`src/rtl/instr_encoder.sv`:
```
// One-hot instruction request to MIPS32 word encoder with a 4-entry output FIFO.
// Malformed one-hot codes are dropped and reported on err / err_cnt.
module instr_encoder (
    input  logic        clk,
    input  logic        rst,
    input  logic        in_valid,
    output logic        in_ready,
    input  logic [53:0] code,
    input  logic [4:0]  rs,
    input  logic [4:0]  rt,
    input  logic [4:0]  rd,
    input  logic [4:0]  shamt,
    input  logic [15:0] imm,
    input  logic [25:0] target,
    output logic        out_valid,
    input  logic        out_ready,
    output logic [31:0] instr,
    output logic        err,
    output logic [7:0]  err_cnt,
    output logic [2:0]  level
);

    localparam logic [5:0] I_ADD     = 6'd0;
    localparam logic [5:0] I_ADDU    = 6'd1;
    localparam logic [5:0] I_SUB     = 6'd2;
    localparam logic [5:0] I_SUBU    = 6'd3;
    localparam logic [5:0] I_AND     = 6'd4;
    localparam logic [5:0] I_OR      = 6'd5;
    localparam logic [5:0] I_XOR     = 6'd6;
    localparam logic [5:0] I_NOR     = 6'd7;
    localparam logic [5:0] I_SLT     = 6'd8;
    localparam logic [5:0] I_SLTU    = 6'd9;
    localparam logic [5:0] I_SLL     = 6'd10;
    localparam logic [5:0] I_SRL     = 6'd11;
    localparam logic [5:0] I_SRA     = 6'd12;
    localparam logic [5:0] I_SLLV    = 6'd13;
    localparam logic [5:0] I_SRLV    = 6'd14;
    localparam logic [5:0] I_SRAV    = 6'd15;
    localparam logic [5:0] I_JR      = 6'd16;
    localparam logic [5:0] I_ADDI    = 6'd17;
    localparam logic [5:0] I_ADDIU   = 6'd18;
    localparam logic [5:0] I_ANDI    = 6'd19;
    localparam logic [5:0] I_ORI     = 6'd20;
    localparam logic [5:0] I_XORI    = 6'd21;
    localparam logic [5:0] I_LUI     = 6'd22;
    localparam logic [5:0] I_LW      = 6'd23;
    localparam logic [5:0] I_SW      = 6'd24;
    localparam logic [5:0] I_BEQ     = 6'd25;
    localparam logic [5:0] I_BNE     = 6'd26;
    localparam logic [5:0] I_SLTI    = 6'd27;
    localparam logic [5:0] I_SLTIU   = 6'd28;
    localparam logic [5:0] I_J       = 6'd29;
    localparam logic [5:0] I_JAL     = 6'd30;
    localparam logic [5:0] I_CLZ     = 6'd31;
    localparam logic [5:0] I_DIVU    = 6'd32;
    localparam logic [5:0] I_DIV     = 6'd33;
    localparam logic [5:0] I_MUL     = 6'd34;
    localparam logic [5:0] I_MULTU   = 6'd35;
    localparam logic [5:0] I_JALR    = 6'd36;
    localparam logic [5:0] I_BGEZ    = 6'd37;
    localparam logic [5:0] I_LH      = 6'd38;
    localparam logic [5:0] I_LB      = 6'd39;
    localparam logic [5:0] I_LBU     = 6'd40;
    localparam logic [5:0] I_LHU     = 6'd41;
    localparam logic [5:0] I_SB      = 6'd42;
    localparam logic [5:0] I_SH      = 6'd43;
    localparam logic [5:0] I_MFC0    = 6'd44;
    localparam logic [5:0] I_MTC0    = 6'd45;
    localparam logic [5:0] I_MFHI    = 6'd46;
    localparam logic [5:0] I_MTHI    = 6'd47;
    localparam logic [5:0] I_MFLO    = 6'd48;
    localparam logic [5:0] I_MTLO    = 6'd49;
    localparam logic [5:0] I_ERET    = 6'd50;
    localparam logic [5:0] I_SYSCALL = 6'd51;
    localparam logic [5:0] I_TEQ     = 6'd52;
    localparam logic [5:0] I_BREAK   = 6'd53;

    localparam logic [5:0] OP_SPECIAL  = 6'h00;
    localparam logic [5:0] OP_REGIMM   = 6'h01;
    localparam logic [5:0] OP_COP0     = 6'h10;
    localparam logic [5:0] OP_SPECIAL2 = 6'h1c;

    logic        code_ok;
    logic [5:0]  code_idx;
    logic [19:0] r_fields;
    logic [25:0] i_fields;
    logic [14:0] sh_fields;
    logic [31:0] word;

    logic        accept;
    logic        push;
    logic        pop;
    logic        bad;

    logic [31:0] mem [4];
    logic [1:0]  wr_ptr;
    logic [1:0]  rd_ptr;
    logic [2:0]  count;
    logic        err_q;
    logic [7:0]  err_cnt_q;

    // Exactly one bit set: non-zero and clearing the lowest set bit leaves nothing.
    assign code_ok = (code != 54'd0) && ((code & (code - 54'd1)) == 54'd0);

    always_comb begin
        code_idx = 6'd0;
        for (int i = 0; i < 54; i++) begin
            if (code[i]) code_idx = i[5:0];
        end
    end

    assign r_fields  = {rs, rt, rd, 5'd0};
    assign i_fields  = {rs, rt, imm};
    assign sh_fields = {rt, rd, shamt};

    always_comb begin
        word = 32'd0;
        case (code_idx)
            I_ADD:     word = {OP_SPECIAL, r_fields, 6'h20};
            I_ADDU:    word = {OP_SPECIAL, r_fields, 6'h21};
            I_SUB:     word = {OP_SPECIAL, r_fields, 6'h22};
            I_SUBU:    word = {OP_SPECIAL, r_fields, 6'h23};
            I_AND:     word = {OP_SPECIAL, r_fields, 6'h24};
            I_OR:      word = {OP_SPECIAL, r_fields, 6'h25};
            I_XOR:     word = {OP_SPECIAL, r_fields, 6'h26};
            I_NOR:     word = {OP_SPECIAL, r_fields, 6'h27};
            I_SLT:     word = {OP_SPECIAL, r_fields, 6'h2a};
            I_SLTU:    word = {OP_SPECIAL, r_fields, 6'h2b};
            I_SLL:     word = {OP_SPECIAL, 5'd0, sh_fields, 6'h00};
            I_SRL:     word = {OP_SPECIAL, 5'd0, sh_fields, 6'h02};
            I_SRA:     word = {OP_SPECIAL, 5'd0, sh_fields, 6'h03};
            I_SLLV:    word = {OP_SPECIAL, r_fields, 6'h04};
            I_SRLV:    word = {OP_SPECIAL, r_fields, 6'h06};
            I_SRAV:    word = {OP_SPECIAL, r_fields, 6'h07};
            I_JR:      word = {OP_SPECIAL, r_fields, 6'h08};
            I_ADDI:    word = {6'h08, i_fields};
            I_ADDIU:   word = {6'h09, i_fields};
            I_ANDI:    word = {6'h0c, i_fields};
            I_ORI:     word = {6'h0d, i_fields};
            I_XORI:    word = {6'h0e, i_fields};
            I_LUI:     word = {6'h0f, i_fields};
            I_LW:      word = {6'h23, i_fields};
            I_SW:      word = {6'h2b, i_fields};
            I_BEQ:     word = {6'h04, i_fields};
            I_BNE:     word = {6'h05, i_fields};
            I_SLTI:    word = {6'h0a, i_fields};
            I_SLTIU:   word = {6'h0b, i_fields};
            I_J:       word = {6'h02, target};
            I_JAL:     word = {6'h03, target};
            I_CLZ:     word = {OP_SPECIAL2, r_fields, 6'h20};
            I_DIVU:    word = {OP_SPECIAL, r_fields, 6'h1b};
            I_DIV:     word = {OP_SPECIAL, r_fields, 6'h1a};
            I_MUL:     word = {OP_SPECIAL2, r_fields, 6'h02};
            I_MULTU:   word = {OP_SPECIAL, r_fields, 6'h19};
            I_JALR:    word = {OP_SPECIAL, r_fields, 6'h09};
            I_BGEZ:    word = {OP_REGIMM, rs, 5'b00001, imm};
            I_LH:      word = {6'h21, i_fields};
            I_LB:      word = {6'h20, i_fields};
            I_LBU:     word = {6'h24, i_fields};
            I_LHU:     word = {6'h25, i_fields};
            I_SB:      word = {6'h28, i_fields};
            I_SH:      word = {6'h29, i_fields};
            I_MFC0:    word = {OP_COP0, 5'b00000, rt, rd, 11'd0};
            I_MTC0:    word = {OP_COP0, 5'b00100, rt, rd, 11'd0};
            I_MFHI:    word = {OP_SPECIAL, r_fields, 6'h10};
            I_MTHI:    word = {OP_SPECIAL, r_fields, 6'h11};
            I_MFLO:    word = {OP_SPECIAL, r_fields, 6'h12};
            I_MTLO:    word = {OP_SPECIAL, r_fields, 6'h13};
            I_ERET:    word = 32'h4200_0018;
            I_SYSCALL: word = {OP_SPECIAL, 20'd0, 6'h0c};
            I_TEQ:     word = {OP_SPECIAL, r_fields, 6'h34};
            I_BREAK:   word = {OP_SPECIAL, 20'd0, 6'h0d};
            default:   word = 32'd0;
        endcase
    end

    // No pop bypass: a full FIFO refuses requests even if the head leaves this cycle.
    assign in_ready = !rst && (count != 3'd4);
    assign accept   = in_valid && in_ready;
    assign push     = accept && code_ok;
    assign bad      = accept && !code_ok;
    assign pop      = out_valid && out_ready;

    always_ff @(posedge clk) begin
        if (rst) begin
            wr_ptr    <= 2'd0;
            rd_ptr    <= 2'd0;
            count     <= 3'd0;
            err_q     <= 1'b0;
            err_cnt_q <= 8'd0;
        end else begin
            if (push) wr_ptr <= wr_ptr + 2'd1;
            if (pop)  rd_ptr <= rd_ptr + 2'd1;
            case ({push, pop})
                2'b10:   count <= count + 3'd1;
                2'b01:   count <= count - 3'd1;
                default: count <= count;
            endcase
            err_q <= bad;
            if (bad && (err_cnt_q != 8'hff)) err_cnt_q <= err_cnt_q + 8'd1;
        end
    end

    always_ff @(posedge clk) begin
        if (push && !rst) mem[wr_ptr] <= word;
    end

    assign out_valid = (count != 3'd0);
    assign instr     = out_valid ? mem[rd_ptr] : 32'd0;
    assign err       = err_q;
    assign err_cnt   = err_cnt_q;
    assign level     = count;

endmodule

```
`config.mk`:
```
export PLATFORM = sky130hd
export DESIGN_NAME = instr_encoder
export DESIGN_NICKNAME = d
export VERILOG_FILES = /design/src/rtl/instr_encoder.sv
export SDC_FILE = /design/constraint.sdc
export NUM_CORES = 1
export LEC_CHECK = 0
export CAP_MARGIN = 10
export CORE_AREA = 10 10 161 163
export CTS_BUF_LIST = sky130_fd_sc_hd__clkbuf_16
export DETAILED_ROUTE_END_ITERATION = 6
export DIE_AREA = 0 0 171 173
export MAX_ROUTING_LAYER = met4
export PLACE_DENSITY = 0.65
export SLEW_MARGIN = 20
export SYNTH_ARGS = -nofsm -noshare
export SYNTH_HDL_FRONTEND = slang
export SYNTH_SLANG_ARGS = --single-unit
```
`constraint.sdc`:
```
create_clock -name clk -period 4 [get_ports clk]
set_input_delay 0.8 -clock clk [delete_from_list [all_inputs] [get_ports clk]]
set_output_delay 0.8 -clock clk [all_outputs]
set_load 0.01 [all_outputs]
```
==> flow_summary.yaml, run 1 <==
outcome:
  status: "finished clean"
global_routing:
  first_pass_grt_wire_length_um: 48890
  grt_max_degree: 35
  antenna_found_initial: 1
  grt_remaining_overflow: 0
  vias_in_the_first_global_route: 8850
  grt_util_all_layers_pct: 21.60
clocking:
  number_of_buffers_inserted_during_clock_tree_synthesis: 17
  htree_levels: 4
  cts-root-to-sink-buffers: 2
  number_of_hold_buffers_added_after_cts: 0
  cts.sink_count: 146
  cts-root-buf: "sky130_fd_sc_hd__clkbuf_16"
  path_clk_slew_ns: 0.07
  tritoncts: "built"
  insertion_delay_ns: 0.43
timing:
  worst_slew_margin_rel_pct: 64.00
  finalHoldViolations: 0
  post-route-worst-setup-slack_ns: 0.08155
  timing.fmax_mhz: 255.2
  skew_final_ns: 0.007500
  timing.final.crit_share_pct: 97.96
  period_needed_ns: 3.918
  rsz_0062_raised_after_global_routing: "yes"
  timing_max_transition_violations_final: 0
  final.setup.tns_ns: 0
  tightest_slew_ns: 0.5383
  finalSetupViolCount: 0
drt:
  routed_wl_met3_um: 2094
  route.detailed.vias_per_inst: 5.724
  top_layer_used: "met4"
  wl_met2_um: 15780
  drt_wl_total_um: 32870
  detail_route.first_pass.iterations: 5
  initialDrtViolationCount: 605
  wl_met1_um: 13690
  vias: 8763
  drc_errors: 0
  detail_route.wl_per_cell_um: 21.47
  antenna_left: 0
placed_design:
  pre_cts_slack_ns: -0.7773
  dpl.hpwl_um: 24650
  port_buffers: 165
  dpl_cell_area_mm2: 0.01282
  finalWeightedCongestion: 1.005
power_and_ir_drop:
  total_leakage_power_uw: 0.005304
  ir_worst_vdd_uv: 297.5
  pwr_density_cell_mw_per_mm2: 273.2
  finalPower_uw: 3858
setup_path:
  critical_path.cell_chain: "clkdlybuf4s50_1 -> or4_4 -> o21ai_2 -> nand4_1 -> or4b_4 -> nor3_2 -> nand3b_1 -> nor2_2 -> inv_1 -> ha_2 -> inv_2 -> fa_2 -> xor2_1 -> or3_1 -> a21oi_1"
  cp_data_required_time_ns: 4.36
  worstSetupEndpointType: "flip-flop"
  r2r-start: "level[2]"
  critical-path-slowest-cell: "sky130_fd_sc_hd__or4_4"
  critical-path-max-stage-delay_ns: 0.64
  setup.worst_path.class: "input pin to flip-flop"
  path_max_fanout: 6
  startpoint_type_of_the_worst_setup_path: "input pin"
  critPathArrivalTime_ns: 4.28
  timing.critical_path.from: "code[16]"
synth:
  post_synthesis_async_set_or_reset_flop_share_pct: 0
  yosysTopAreaCellShare_pct: 43.07
  synth_nets: 943
  yosys.area.top_type: "sky130_fd_sc_hd__edfxtp_1"
  ys_top_cells_by_area: "sky130_fd_sc_hd__edfxtp_1 (43%), sky130_fd_sc_hd__mux4_2 (8.1%), sky130_fd_sc_hd__dfxtp_1 (4.0%)"
  postSynth.topFlopCell: "sky130_fd_sc_hd__edfxtp_1"
  post_synth.cell_area_avg_um2: 10.94
  synth_sequential_area_ratio_pct: 47.11
  yosys.cell_types.count: 86
  synthCells: 816
  synth_enable_flop_cells: 128
  number_of_warnings_reported_in_the_yosys_synthesis_log: 0
  post-synth-top-count-cell: "sky130_fd_sc_hd__edfxtp_1"
  synth-seq-cells: 146
  syn-cell-area_mm2: 0.008925
  synth_commonest_cells: "sky130_fd_sc_hd__edfxtp_1 (128), sky130_fd_sc_hd__nor2_1 (86), sky130_fd_sc_hd__and2_1 (49)"
final_layout:
  layout.cell_area.non_filler_mm2: 0.01412
  layout-drive-gt1-share_pct: 35.10
  area_delta_synth_final_pct: 58.26
  nets: 1359
  number_of_filler_instances_in_the_final_layout: 1870
  fin_util_pct: 62.58
die:
  core-area_mm2: 0.02257
  design.die.area_mm2: 0.02958
  chipWidth_um: 171
  initial_utilization_pct: 39.54
  ioPinCount: 166
  die_y_um: 173
  std_cell_rows: 55
job:
  cap_violations: 0
min_path:
  hold_class: "flip-flop to flip-flop"
  worst_hold_startpoint: "err_cnt[4]"
==> logic make-up after synthesis <==
kind of cell / count (synthesis) / synth area share [%]
and+or+nand+nor: 330 / 20.75
buffers and inverters: 69 / 3.309
DFF: 146 / 47.11
xor gates and xnor gates: 4 / 0.3926
AOI/OAI and AO/OA: 223 / 18.70
adders and majority gates: 8 / 1.178
muxes: 36 / 8.566
==> sequential cells by signal, summed over array words and instances (netlist names), named ones only <==
signal,count
mem,128
err,1
level,3
rd_ptr,2
err_cnt,8
wr_ptr,2
==> routing by layer <==
metal  global-route usage [%]  vias to the layer above
met3                    3.393                       73
met1                    26.61                     4224
met2                    34.40                      378
met4                    9.242                        0
met5                        -                        -
li1                         -                     4088
==> cell type report <==
class | count | area [µm²] | share of cell area (%)
clock buffers | 17 | 425.4 | 3.012
well taps | 285 | 356.6 | 2.525
diodes | 1 | 2.502 | 0.01772
flip-flops and latches | 146 | 4205 | 29.77
inverters | 25 | 93.84 | 0.6644
repair buffers | 441 | 4024 | 28.49
clock inverters | 15 | 191.4 | 1.355
multi-input cells | 601 | 4826 | 34.17
==> power breakdown <==
| part | switching (µW) | leakage [µW] | internal, µW |
|---|---|---|---|
| logic | 257 | 0.00380 | 293 |
| registers | 1.34 | 0.00122 | 1650 |
| clock network | 659 | 0.000293 | 997 |
==> cells in the final DEF (no fill, tap or decap), drive strengths merged, types with 32 or more instances in the layout <==
cell / Yosys / final
inv: 25 / 33
nor2: 86 / 86
buf: 16 / 271
and2: 49 / 49
o21ai: 49 / 49
edfxtp: 128 / 128
clkdlybuf4s50: 0 / 136
mux4: 32 / 32
a21oi: 41 / 41
nand2: 44 / 44
==> stage by stage <==
step / hold slack, ns / std cells
after floorplan: 0.4847 / 816
after global placement: 0.5042 / 1482
after detailed placement: 0.5139 / 1482
after CTS: 0.5272 / 1516
after global routing: 0.5673 / 1531
final: 0.5325 / 1531
==> timing repair <==
item                       in CTS  in global routing
buffers inserted                2                  8
setup endpoints to repair     141                256
pin swaps                       7                 37
resized for setup              17                 95
cloned                          0                  6
==> critical path: cells and delay by family <==
kind            cells  cell delay, ns
simple gates        7            2.13
compound gates      2            0.26
buf+inv             3            0.64
fa+ha+maj           2            0.36
xor+xnor            1            0.07
==> final timing paths <==
check | to | slack, ns | depth (start not counted)
worst min-delay path | err_cnt[4] | 0.53 | 2
worst min register to register | err_cnt[4] | 0.53 | 2
worst max-delay path | level[2] | 0.08 | 15
worst max register to register | level[2] | 1.68 | 9
No activity file was read; power rests on OpenSTA's default activity.
==> run 2: changes to the inputs <==
--- a/config.mk
+++ b/config.mk
@@ -12,6 +12,7 @@
 export DIE_AREA = 0 0 171 173
 export MAX_ROUTING_LAYER = met4
 export PLACE_DENSITY = 0.65
+export REMOVE_ABC_BUFFERS = 1
 export SLEW_MARGIN = 20
 export SYNTH_ARGS = -nofsm -noshare
 export SYNTH_HDL_FRONTEND = slang
==> run 2 against run 1 <==
Die area did not move. Highest routed layer unchanged. Critical path type unchanged. Combinational power decreased by 2%. Critical endpoint is now mem[1][23]. Register-to-register slack got worse by 0.02 ns.
==> flow_summary.yaml, run 2 (synthesized netlist as in run 1, its figures left out) <==
power_and_ir_drop:
  total_leakage_power_uw: 0.005370
  ir_worst_vdd_uv: 227.3
  power.switching_uw: 910.7
  pwr-share-clk_pct: 43.1
  switching_share_pct: 23.65
  pwr_density_cell_mw_per_mm2: 276.0
  int_power_uw: 2940
  combinational_share_of_power_pct: 14.1
  share_seq_of_total_power_pct: 42.9
placed_design:
  port_buffers: 165
  finalWeightedCongestion: 0.9903
  dpl_cell_area_mm2: 0.01272
  dpl.cell_count: 1473
  dpl.hpwl_um: 23430
die:
  die_y_um: 173
  design.die.area_mm2: 0.02958
  initial_utilization_pct: 39.54
  std_cell_rows: 55
  ioPinCount: 166
  chipWidth_um: 171
  core-area_mm2: 0.02257
clocking:
  number_of_buffers_inserted_during_clock_tree_synthesis: 17
  path_clk_slew_ns: 0.06
  cts-root-buf: "sky130_fd_sc_hd__clkbuf_16"
  cts.sink_count: 146
  insertion_delay_ns: 0.42
  htree_levels: 4
  cts-root-to-sink-buffers: 2
  tritoncts: "built"
drt:
  route.detailed.vias_per_inst: 5.631
  detail_route.first_pass.iterations: 5
  antenna_left: 0
  detail_route.wl_per_cell_um: 20.22
  drc_errors: 0
  drt_wl_total_um: 30810
  initialDrtViolationCount: 743
  vias: 8582
setup_path:
  setup.worst_path.class: "input pin to flip-flop"
  r2r-start: "level[2]"
  worstSetupEndpointType: "flip-flop"
  cp_top_delay_family: "compound AO/OA/AOI/OAI gates"
  critical-path-max-stage-delay_ns: 0.58
  path_buf_inv: 2
  reg2reg_slack_ns: 1.66
  worst-r2r-cell-count: 9
  path_max_fanout: 5
  critical_path.cell_chain: "clkdlybuf4s50_1 -> or4_4 -> o211ai_4 -> a31oi_2 -> or3_4 -> o211ai_4 -> o32ai_1 -> a2111oi_4 -> buf_4 -> nand4_4 -> a221o_1"
  startpoint_type_of_the_worst_setup_path: "input pin"
  cp_data_required_time_ns: 4.15
  path_common_cell: "sky130_fd_sc_hd__o211ai_4"
  critical-path-slowest-cell: "sky130_fd_sc_hd__or4_4"
  critPathArrivalTime_ns: 4.08
  regToRegEndpoint: "level[2]"
final_layout:
  number_of_filler_instances_in_the_final_layout: 1874
  multi_input_comb_area_mm2: 0.004770
  layout.area.seq_mm2: 0.004205
  finish.cell_count_without_fillers: 1524
  regMostFlops: "mem"
  mostFrequentLayoutCells: "sky130_fd_sc_hd__buf_4 (258), sky130_fd_sc_hd__clkdlybuf4s50_1 (128), sky130_fd_sc_hd__edfxtp_1 (128)"
  final_common_cell: "sky130_fd_sc_hd__buf_4"
  fin_util_pct: 61.81
  antenna-diode-count: 0
  area_delta_synth_final_pct: 56.33
  layout.cell_area.non_filler_mm2: 0.01395
  nets: 1353
  layout-drive-gt1-share_pct: 33.90
  max_ffs_per_register: 128
outcome:
  status: "finished clean"
min_path:
  hold_worst_path_end: "wr_ptr[1]"
  hold_path_depth: 2
  worst_hold_startpoint: "wr_ptr[1]"
  hold_class: "flip-flop to flip-flop"
global_routing:
  grt_util_all_layers_pct: 20.44
  vias_in_the_first_global_route: 8424
  antenna_found_initial: 0
  first_pass_grt_wire_length_um: 46800
  grt_max_degree: 35
  grt_remaining_overflow: 0
timing:
  tightest_slew_ns: 0.6373
  timing.fmax_mhz: 254.6
  period_needed_ns: 3.928
  finalHoldViolations: 0
  finalSetupViolCount: 0
  worst_slew_margin_rel_pct: 57.31
  rsz_0062_raised_after_global_routing: "yes"
  timing.hold.ws_ns: 0.5134
  timing_max_transition_violations_final: 0
  timing.final.crit_share_pct: 98.19
  skew_final_ns: 0.01276
job:
  cap_violations: 0
-- run 2: worst max-delay path by stage --
stage / to / cells past startpoint / startpoint / slack (ns)
6_report: mem[1][23] / 11 / code[9] / 0.07
4_1_cts: level[2] / 19 / code[41] / -0.0007
5_1_grt: level[2] / 19 / code[13] / -0.1
3_3_place_gp: level[2] / 18 / code[2] / -0.55
3_5_place_dp: level[2] / 18 / code[2] / -0.61
2_1_floorplan: mem[0][0] / 9 / code[0] / -0.24
-- run 2: area by class of cell --
type,count,share of cell area [%]
multi-input cells,601,34.19
clock buffers,17,3.049
repair buffers,435,28.02
clock inverters,15,1.381
flip-flops and latches,146,30.14
inverters,25,0.6726
well taps,285,2.556
-- run 2: metrics by stage --
step	setup WS [ns]	setup TNS, ns	power, µW
6_report	0.07230	0	3850
5_1_grt	-0.09798	-0.1532	3982
4_1_cts	-0.0006621	-0.0006621	3852
3_5_place_dp	-0.6128	-103.24	2191
3_3_place_gp	-0.5450	-94.30	2190
2_1_floorplan	-0.2400	-30.77	1828
-- run 2: power by group through the flow --
stage	sequential [µW]	clock (µW)	combinational, µW
after floorplan	1680	0	144
after global placement	1680	0	506
after detailed placement	1680	0	507
after CTS	1650	1690	513
after global routing	1650	1750	578
final	1650	1660	541
-- run 2: worst min-delay path: cells and delay by family (launching register included) --
family / cells / cell delay [ns]
flip-flops: 1 / 0.33
multiplexers: 1 / 0.06
AND/OR/NAND/NOR: 1 / 0.07
-- run 2: per-layer routing --
metal / vias up / GRT usage, % / wire length, µm
li1: 4072 / - / -
met1: 4074 / 26.59 / 13610
met2: 374 / 31.74 / 14470
met3: 62 / 3.872 / 1987
met4: 0 / 5.908 / 737
met5: - / - / 0
-- run 2: what timing repair did --
item                                    in CTS  in global routing
hold buffers                                 0                  0
hold endpoints to repair                     0                  0
setup buffers                                0                 18
endpoints found under the setup margin      30                251
cloned                                       0                  1
pin swaps                                    1                 30
gates resized for setup                     10                104
==> run 3: changes to the inputs <==
--- a/config.mk
+++ b/config.mk
@@ -11,7 +11,7 @@
 export DETAILED_ROUTE_END_ITERATION = 6
 export DIE_AREA = 0 0 171 173
 export MAX_ROUTING_LAYER = met4
-export PLACE_DENSITY = 0.65
+export PLACE_DENSITY = 0.67
 export REMOVE_ABC_BUFFERS = 1
 export SLEW_MARGIN = 20
 export SYNTH_ARGS = -nofsm -noshare
==> run 3 against run 2 <==
Die area unchanged. Maximum frequency up 0.46%. Sequential power about the same. Global-route usage up 0.068 points. First-iteration DRC count down 5.4%. Hold slack better by 0.0022 ns. Core utilization down 0.57 points. Sequential cell count unchanged. Sequential share of layout area up 0.28 points. Critical path type unchanged. Largest power group is now registers.
==> flow_summary.yaml, run 3 (synthesized netlist as in run 1, its figures left out) <==
outcome:
  status: "finished clean"
timing:
  tightest_slew_ns: 0.5848
  timing.fmax_mhz: 255.8
  rsz_0062_raised_after_global_routing: "yes"
  finalHoldViolations: 0
  finalSetupViolCount: 0
  timing.hold.ws_ns: 0.5156
  period_needed_ns: 3.910
  timing_max_transition_violations_final: 0
  skew_final_ns: 0.01269
  timing.final.crit_share_pct: 97.75
  worst_slew_margin_rel_pct: 60.40
setup_path:
  cp_data_required_time_ns: 4.14
  regToRegEndpoint: "level[2]"
  critical-path-slowest-cell: "sky130_fd_sc_hd__clkdlybuf4s50_1"
  critical-path-max-stage-delay_ns: 0.48
  path_buf_inv: 5
  timing_endpoint_of_the_critical_path: "mem[2][21]"
  critPathArrivalTime_ns: 4.05
  path_max_fanout: 7
  timing.critical_path.depth: 13
  setup.worst_path.class: "input pin to flip-flop"
  reg2reg_slack_ns: 1.69
  startpoint_type_of_the_worst_setup_path: "input pin"
  timing.critical_path.from: "code[18]"
  critical_path.cell_chain: "clkdlybuf4s50_1 -> buf_4 -> o31ai_1 -> a21oi_1 -> buf_4 -> a2111oi_4 -> or2_4 -> buf_4 -> a211oi_1 -> a2111oi_4 -> nand4_2 -> buf_6 -> a22o_1"
  r2r-start: "level[2]"
  worstSetupEndpointType: "flip-flop"
  cp_top_delay_family: "compound AO/OA/AOI/OAI gates"
  path_common_cell: "sky130_fd_sc_hd__buf_4"
  worst-r2r-cell-count: 9
global_routing:
  first_pass_grt_wire_length_um: 47150
  vias_in_the_first_global_route: 8578
  grt_max_degree: 35
  grt_util_all_layers_pct: 20.51
  grt_remaining_overflow: 0
  antenna_found_initial: 0
final_layout:
  layout.area.seq_mm2: 0.004205
  antenna-diode-count: 0
  mostFrequentLayoutCells: "sky130_fd_sc_hd__buf_4 (262), sky130_fd_sc_hd__clkdlybuf4s50_1 (135), sky130_fd_sc_hd__edfxtp_1 (128)"
  multi_input_comb_area_mm2: 0.004695
  nets: 1357
  number_of_filler_instances_in_the_final_layout: 1867
  fin_util_pct: 61.24
  max_ffs_per_register: 128
  layout.cell_area.non_filler_mm2: 0.01382
  finish.cell_count_without_fillers: 1528
  regMostFlops: "mem"
  area_delta_synth_final_pct: 54.89
  layout-drive-gt1-share_pct: 33.87
  final_common_cell: "sky130_fd_sc_hd__buf_4"
drt:
  drc_errors: 0
  antenna_left: 0
  top_layer_used: "met4"
  initialDrtViolationCount: 703
  routed_wl_met3_um: 2196
  drt_wl_total_um: 30540
  detail_route.first_pass.iterations: 5
  detail_route.wl_per_cell_um: 19.98
  route.detailed.vias_per_inst: 5.675
  wl_met2_um: 14190
  wl_met1_um: 13590
  vias: 8671
die:
  die_y_um: 173
  std_cell_rows: 55
  design.die.area_mm2: 0.02958
  core-area_mm2: 0.02257
  chipWidth_um: 171
  ioPinCount: 166
  initial_utilization_pct: 39.54
min_path:
  hold_class: "flip-flop to flip-flop"
  hold_path_depth: 2
placed_design:
  dpl.hpwl_um: 23390
  port_buffers: 165
  dpl.cell_count: 1478
  finalWeightedCongestion: 1.010
  dpl_cell_area_mm2: 0.01274
job:
  cap_violations: 0
clocking:
  cts-root-to-sink-buffers: 2
  htree_levels: 4
  tritoncts: "built"
  insertion_delay_ns: 0.42
  cts-root-buf: "sky130_fd_sc_hd__clkbuf_16"
  number_of_hold_buffers_added_after_cts: 0
  number_of_buffers_inserted_during_clock_tree_synthesis: 17
  path_clk_slew_ns: 0.06
  cts.sink_count: 146
power_and_ir_drop:
  ir_worst_vdd_uv: 239.7
  pwr_density_cell_mw_per_mm2: 276.0
  finalPower_uw: 3815
  total_leakage_power_uw: 0.005201
==> run 3: changes by cell type in the layout (fill, tap and decap cells not counted), moves of 5 or more <==
cell	change
sky130_fd_sc_hd__dlymetal6s2s_1	-14
sky130_fd_sc_hd__clkdlybuf4s50_1	+7
sky130_fd_sc_hd__dlygate4sd2_1	+7
sky130_fd_sc_hd__clkinv_1	+5
sky130_fd_sc_hd__nor4_2	+5
sky130_fd_sc_hd__nor4_4	-5
==> run 3: how the worst min path moves through the flow <==
stage | from | to | slack, ns
2_1_floorplan | wr_ptr[1] | wr_ptr[1] | 0.48
3_3_place_gp | wr_ptr[1] | wr_ptr[1] | 0.50
3_5_place_dp | err_cnt[1] | err_cnt[1] | 0.51
4_1_cts | err_cnt[1] | err_cnt[1] | 0.52
5_1_grt | err_cnt[1] | err_cnt[1] | 0.55
6_report | err_cnt[1] | err_cnt[1] | 0.52
==> run 3: area by class of cell <==
type	count	area share, %
flip-flops and latches	146	30.42
repair buffers	439	27.93
multi-input cells	601	33.96
inverters	25	0.6789
clock buffers	17	3.077
clock inverters	15	1.349
well taps	285	2.580
==> run 3: through the flow <==
step                      TNS, ns  worst slack, ns
after global placement    -106.83          -0.6500
after global routing      -0.2430         -0.03968
after detailed placement  -123.37          -0.7714
after CTS                 -0.1228         -0.01609
final                           0          0.09016
after floorplan            -30.77          -0.2400
==> run 3: repair_timing <==
item,CTS,global route
hold endpoints to repair,0,0
setup endpoints to repair,163,239
setup buffers,4,14
pin swaps,10,28
gates resized for setup,22,77
==> run 3: routing by layer <==
metal,vias to the layer above,global-route usage [%]
li1,4079,-
met1,4154,27.18
met2,393,31.58
met3,45,4.054
met4,0,5.002
met5,-,-
==> run 3: where the power goes <==
part           internal, µW  switching, µW  total (µW)
Sequential             1650           1.20        1650
Combinational           288            249         537
Clock                  1040            589        1630
Total                  2980            839        3820
==> run 3: tightest hold or removal path: cells and delay by family (launching register included) <==
family	cells	cell delay [ns]
flops	1	0.33
compound gates	2	0.14
